--- src/rtl/fastdac_dpram_loader.sv ---
// Fast-DAC DPRAM loader: streams one sequence table and then one RNG table
// into two DPRAM write ports. While running it can keep refilling the RNG
// table. Host writes to either RAM take priority over the stream.
module fastdac_dpram_loader #(
    parameter int SEQ_AW = 10,
    parameter int RNG_AW = 12,
    parameter int DW     = 32
) (
    input  logic              s_axis_clk,
    input  logic              s_axis_tresetn,
    // control
    input  logic              start,
    input  logic              abort,
    input  logic [SEQ_AW-1:0] seq_max_addr,
    input  logic [RNG_AW-1:0] rng_max_addr,
    input  logic              rng_continuous,
    // host write
    input  logic              host_wen,
    input  logic              host_sel,
    input  logic [RNG_AW-1:0] host_addr,
    input  logic [DW-1:0]     host_din,
    // stream
    input  logic [DW-1:0]     s_axis_tdata,
    input  logic              s_axis_tvalid,
    output logic              s_axis_tready,
    // RAM write ports
    output logic              fastdac_sequence_wen_int,
    output logic [SEQ_AW-1:0] fastdac_sequence_addr_int,
    output logic [DW-1:0]     fastdac_sequence_din_int,
    output logic              fastdac_rng_wen_int,
    output logic [RNG_AW-1:0] fastdac_rng_addr_int,
    output logic [DW-1:0]     fastdac_rng_din_int,
    // status
    output logic              dac1_shift_en_o,
    output logic              busy,
    output logic [15:0]       wrap_cnt
);

    typedef enum logic [1:0] {IDLE, SEQ, RNG, RUN} state_t;

    state_t            r_state, w_state_nxt;
    logic [SEQ_AW-1:0] r_seq_cnt, w_seq_cnt_nxt;
    logic [RNG_AW-1:0] r_rng_cnt, w_rng_cnt_nxt;
    logic [15:0]       r_wrap_cnt, w_wrap_cnt_nxt;
    logic              r_shift_en, w_shift_en_nxt;
    logic              w_accept;

    // Stream is open in the load phases (and RUN when refilling), stalled by host writes
    always_comb begin
        s_axis_tready = 1'b0;
        if ((r_state == SEQ) || (r_state == RNG) || ((r_state == RUN) && rng_continuous))
            s_axis_tready = ~host_wen;
    end

    assign w_accept        = s_axis_tvalid & s_axis_tready;
    assign busy            = (r_state != IDLE);
    assign wrap_cnt        = r_wrap_cnt;
    assign dac1_shift_en_o = r_shift_en;

    // Next-state, address counters, wrap counter and shift-enable
    always_comb begin
        w_state_nxt    = r_state;
        w_seq_cnt_nxt  = r_seq_cnt;
        w_rng_cnt_nxt  = r_rng_cnt;
        w_wrap_cnt_nxt = r_wrap_cnt;
        w_shift_en_nxt = r_shift_en;
        if (abort) begin
            w_state_nxt    = IDLE;
            w_seq_cnt_nxt  = '0;
            w_rng_cnt_nxt  = '0;
            w_wrap_cnt_nxt = '0;
            w_shift_en_nxt = 1'b0;
        end else begin
            case (r_state)
                IDLE: if (start) w_state_nxt = SEQ;
                SEQ: if (w_accept) begin
                    if (r_seq_cnt == seq_max_addr) begin
                        w_seq_cnt_nxt = '0;
                        w_state_nxt   = RNG;
                    end else begin
                        w_seq_cnt_nxt = r_seq_cnt + 1'b1;
                    end
                end
                RNG: if (w_accept) begin
                    if (r_rng_cnt == rng_max_addr) begin
                        w_rng_cnt_nxt  = '0;
                        w_state_nxt    = RUN;
                        w_shift_en_nxt = 1'b1;
                    end else begin
                        w_rng_cnt_nxt = r_rng_cnt + 1'b1;
                    end
                end
                RUN: if (w_accept) begin
                    if (r_rng_cnt == rng_max_addr) begin
                        w_rng_cnt_nxt = '0;
                        if (r_wrap_cnt != 16'hFFFF) w_wrap_cnt_nxt = r_wrap_cnt + 16'd1;
                    end else begin
                        w_rng_cnt_nxt = r_rng_cnt + 1'b1;
                    end
                end
                default: w_state_nxt = IDLE;
            endcase
        end
    end

    // Control state register
    always_ff @(posedge s_axis_clk or negedge s_axis_tresetn) begin
        if (!s_axis_tresetn) begin
            r_state    <= IDLE;
            r_seq_cnt  <= '0;
            r_rng_cnt  <= '0;
            r_wrap_cnt <= '0;
            r_shift_en <= 1'b0;
        end else begin
            r_state    <= w_state_nxt;
            r_seq_cnt  <= w_seq_cnt_nxt;
            r_rng_cnt  <= w_rng_cnt_nxt;
            r_wrap_cnt <= w_wrap_cnt_nxt;
            r_shift_en <= w_shift_en_nxt;
        end
    end

    // Registered RAM write ports; host and stream never collide since host stalls the stream
    always_ff @(posedge s_axis_clk or negedge s_axis_tresetn) begin
        if (!s_axis_tresetn) begin
            fastdac_sequence_wen_int  <= 1'b0;
            fastdac_sequence_addr_int <= '0;
            fastdac_sequence_din_int  <= '0;
            fastdac_rng_wen_int       <= 1'b0;
            fastdac_rng_addr_int      <= '0;
            fastdac_rng_din_int       <= '0;
        end else begin
            fastdac_sequence_wen_int <= 1'b0;
            fastdac_rng_wen_int      <= 1'b0;
            if (host_wen) begin
                if (!host_sel) begin
                    fastdac_sequence_wen_int  <= 1'b1;
                    fastdac_sequence_addr_int <= host_addr[SEQ_AW-1:0];
                    fastdac_sequence_din_int  <= host_din;
                end else begin
                    fastdac_rng_wen_int  <= 1'b1;
                    fastdac_rng_addr_int <= host_addr;
                    fastdac_rng_din_int  <= host_din;
                end
            end else if (w_accept) begin
                if (r_state == SEQ) begin
                    fastdac_sequence_wen_int  <= 1'b1;
                    fastdac_sequence_addr_int <= r_seq_cnt;
                    fastdac_sequence_din_int  <= s_axis_tdata;
                end else begin
                    fastdac_rng_wen_int  <= 1'b1;
                    fastdac_rng_addr_int <= r_rng_cnt;
                    fastdac_rng_din_int  <= s_axis_tdata;
                end
            end
        end
    end

endmodule

--- config.mk ---
export PLATFORM = sky130hd
export DESIGN_NAME = fastdac_dpram_loader
export DESIGN_NICKNAME = d
export VERILOG_FILES = /design/src/rtl/fastdac_dpram_loader.sv
export SDC_FILE = /design/constraint.sdc
export NUM_CORES = 1
export LEC_CHECK = 0
export CORE_ASPECT_RATIO = 0.5
export CORE_MARGIN = 10
export CORE_UTILIZATION = 40
export DETAILED_ROUTE_END_ITERATION = 8
export GPL_TIMING_DRIVEN = 1
export PLACE_DENSITY = 0.72
export SETUP_SLACK_MARGIN = 0.15
export SYNTH_ARGS = -nofsm -noshare
export SYNTH_HDL_FRONTEND = slang
export SYNTH_SLANG_ARGS = --single-unit
--- constraint.sdc ---
create_clock -name s_axis_clk -period 3.4 [get_ports s_axis_clk]
set_clock_uncertainty 0.2 [all_clocks]
set_input_delay 0.68 -clock s_axis_clk [delete_from_list [all_inputs] [get_ports s_axis_clk]]
set_output_delay 0.68 -clock s_axis_clk [all_outputs]
set_load 0.02 [all_outputs]
==> impl_metrics.toml, run 1 <==
[logic_synthesis]
ys_top_cells_by_area = "dfrtp_1, mux2i_1, a21oi_1"
synth_xor_area_share_pct = 4.54
ys_seq_area_share_pct = 52.3
syn_area_sq_um = 6170
ys_ff_latch = 129
syn_area_per_cell_sq_um = 9.74
synth_cells = 633
synth.largest_area_cell = "dfrtp_1"
synth_top_area_share_pct = 52.3
syn-num-nets = 746
yosys_warnings = 0
synth.distinct_cells = 44
synth-simple-area-share_pct = 16.2
synth_top_family_by_area = "simple AND/OR/NAND/NOR gates"
yosys-mux-area-fraction_pct = 9.29
synth_fa_ha_area_share_pct = 1.42
synth_compound_area_share_pct = 13.4

[critical_path]
cp-end-kind = "output port"
max_stage_delay_ns = 0.54
crit_type = "reg2out"
crit_chain = "inv_1, ha_1, a21o_1, and2_1, clkdlybuf4s50_1"
startpoint_type = "flip-flop"
critical_path.max_fanout = 5
cp_slowest_cell = "clkdlybuf4s50_1"
worstPathRequired_ns = 2.52
cp.arrival_ns = 2.17

[power_and_ir_drop]
pwr-share-clk_pct = 28.4
power.switching_mw = 2.22
fin_total_pwr_mw = 6.28
powerDensity_nw_per_um2 = 688
power.share.switching_pct = 35.4
cellLeakagePower_nw = 3.81
power.share.combinational_pct = 36.9
p_int_mw = 4.05
power_frac_seq_pct = 34.6
ir_drop_mv = 0.335

[timing]
timing.final.crit_share_pct = 89.6
setup_tns_ns = 0
finalCriticalPeriod_ns = 3.05
setup_viol = 0
rsz0062_at_grt = "false"
fin_ws_ns = 0.353
fmax_mhz = 328
whs_ns = 0.0546
finalHoldViolCount = 0
slew_headroom_pct = 37.8
tightest_slew_ns = 0.933
slew_viol_final = 0

[drt]
wl_per_cell_um = 18.1
drtPass1Iterations = 5
routed_wirelength_mm = 19.0
ant_nets = 0
viasPerCell = 5.14
drtIter0Drc = 421
drc = 0
vias = 5417

[finish]
seqCellArea_sq_um = 3230
mostFrequentLayoutCells = "clkdlybuf4s50_1, dfrtp_1, a21oi_1"
layout_commonest_cell = "clkdlybuf4s50_1"
drive_above_1_share_pct = 7.01
final_nets = 956
area_growth_pct = 48.1
design_area_sq_um = 9130
multiInputGateArea_sq_um = 2790
antenna-diode-count = 0
fillCellCount = 1211

[global_routing]
grt_pass1_wl_mm = 29.9
grt_pass1_vias = 5386
grt_use_total_pct = 17.7
grt_max_degree = 90
grt_remaining_overflow = 0
grt_antenna_before_repair = 0

[clock_network]
cts_tree = "done"
clk_path_buf_depth = 2
cts_max_level = 4
clk_latency_ns = 0.42
cts_resized = 0
path_clk_slew_ns = 0.07
cts.sinks = 129
cts_hold_buf = 0
postCtsSetupBuffers = 0
ctsRootBufferMaster = "clkbuf_16"
numCtsBuffers = 17

[die]
start_util_pct = 41.7
dieArea_sq_um = 21100
die-width_um = 196
core_sq_um = 14800
die_height_um = 108
rows = 31
io_pins = 213

[placement]
port_buffers = 212
dpl_cell_area_sq_um = 8550
hpwlAfterDp_mm = 14.5
pre_cts_ws_ns = 0.143
place.gp.congestion = 0.819

[run_status]
status = "finished, final reports clean"

[worst_hold_path]
hold_class = "in2async"

[flow_run]
cap_violations = 0
worst paths after layout:
| kind | from | to | slack, ns | depth (start not counted) |
|---|---|---|---|---|
| max in group asynchronous | s_axis_tresetn | fastdac_rng_din_int[19] | 2.17 | 2 |
| setup / recovery | r_state[0] | s_axis_tready | 0.35 | 5 |
| hold reg to reg | dac1_shift_en_o | dac1_shift_en_o | 0.33 | 2 |
| setup reg to reg | r_state[0] | wrap_cnt[12] | 0.54 | 8 |
| hold / removal | s_axis_tresetn | wrap_cnt[1] | 0.05 | 1 |
| min in group s_axis_clk | dac1_shift_en_o | dac1_shift_en_o | 0.33 | 2 |
sequential cells by signal, summed over array words and instances (netlist names):
register and count:
fastdac_sequence_wen_int 1, dac1_shift_en_o 1, r_seq_cnt 10, r_state 2, fastdac_sequence_addr_int 10, fastdac_rng_din_int 32
fastdac_rng_addr_int 12, fastdac_rng_wen_int 1, r_rng_cnt 12, wrap_cnt 16, fastdac_sequence_din_int 32
cell type report:
cell class	count	share of cell area, %
Tap cell	198	2.71
Inverter	10	0.411
Multi-Input combinational cell	461	30.6
Clock inverter	14	1.55
Clock buffer	18	4.81
Sequential cell	129	35.3
Timing Repair Buffer	224	24.6
synthesized netlist by cell type:
| cell type | number |
|---|---|
| a21o_1 | 4 |
| a21oi_1 | 106 |
| a31o_2 | 2 |
| a31oi_1 | 2 |
| and2_1 | 3 |
| and2_2 | 1 |
| and3_1 | 4 |
| and4_1 | 2 |
| buf_1 | 8 |
| buf_6 | 1 |
| clkbuf_1 | 24 |
| dfrtp_1 | 129 |
| ha_1 | 7 |
| inv_1 | 10 |
| mux2_2 | 2 |
| mux2i_1 | 55 |
| nand2_1 | 31 |
| nand2b_1 | 2 |
| nand3_1 | 16 |
| nand3b_1 | 1 |
| nand4_1 | 12 |
| nand4b_1 | 2 |
| nor2_1 | 105 |
| nor2b_1 | 5 |
| nor3_1 | 5 |
| nor4_1 | 4 |
| nor4_2 | 3 |
| nor4b_1 | 2 |
| o211ai_1 | 2 |
| o21ai_0 | 24 |
| o21ai_1 | 2 |
| o21bai_1 | 1 |
| o22ai_1 | 1 |
| o2bb2ai_1 | 1 |
| o31ai_1 | 6 |
| o32ai_1 | 1 |
| o41ai_1 | 2 |
| or2_2 | 2 |
| or3_1 | 5 |
| or3_2 | 1 |
| or3b_4 | 1 |
| or4_1 | 4 |
| xnor2_1 | 14 |
| xor2_1 | 18 |
power groups by stage:
stage               Sequential [mW]  Clock [mW]  Combinational (mW)
floorplan                      2.65           0               0.631
finish                         2.17        1.79                2.32
CTS                            2.18        1.82                2.35
global placement               2.18           0                2.31
detailed placement             2.20           0                2.35
global route                   2.23        1.90                2.48
routing by layer:
| metal | GRT usage, % | up-vias | part of all wire (%) |
|---|---|---|---|
| li1 | - | 2659 | - |
| met1 | 21.5 | 2608 | 44 |
| met2 | 30.8 | 139 | 50 |
| met3 | 4.23 | 11 | 5.0 |
| met4 | 5.15 | 0 | 0.78 |
| met5 | 0 | - | 0 |
kinds of logic (layout without fill, tap and decap cells):
family                     Yosys count  in the layout
AOI/OAI and AO/OA                  154            154
adders and majority gates            7              7
buffers and inverters               43            266
muxes                               57             57
DFF                                129            129
and+or+nand+nor                    211            211
xor gates and xnor gates            32             32
metrics by stage:
| step | cells | util, % |
|---|---|---|
| 3_3_place_gp | 1022 | 57.9 |
| 2_1_floorplan | 633 | - |
| 5_1_grt | 1054 | 61.8 |
| 6_report | 1054 | 61.8 |
| 4_1_cts | 1054 | 61.8 |
| 3_5_place_dp | 1022 | 57.9 |
worst max-delay path, delay by kind of cell, from the launching register on:
kind | cells | cell delay (ns)
buffers and inverters | 2 | 0.64
flip-flops | 1 | 0.42
AND/OR/NAND/NOR | 1 | 0.17
adder cells (fa/ha/maj) | 1 | 0.32
AO/OA/AOI/OAI | 1 | 0.21
Note: power is estimated with default switching activity, not from simulation.
==> inputs of run 2 (changes only) <==
CTS_CLUSTER_DIAMETER = 60   (was unset)
==> results of run 2 <==
The final DEF is identical to that of run 1; final timing and power are the same.
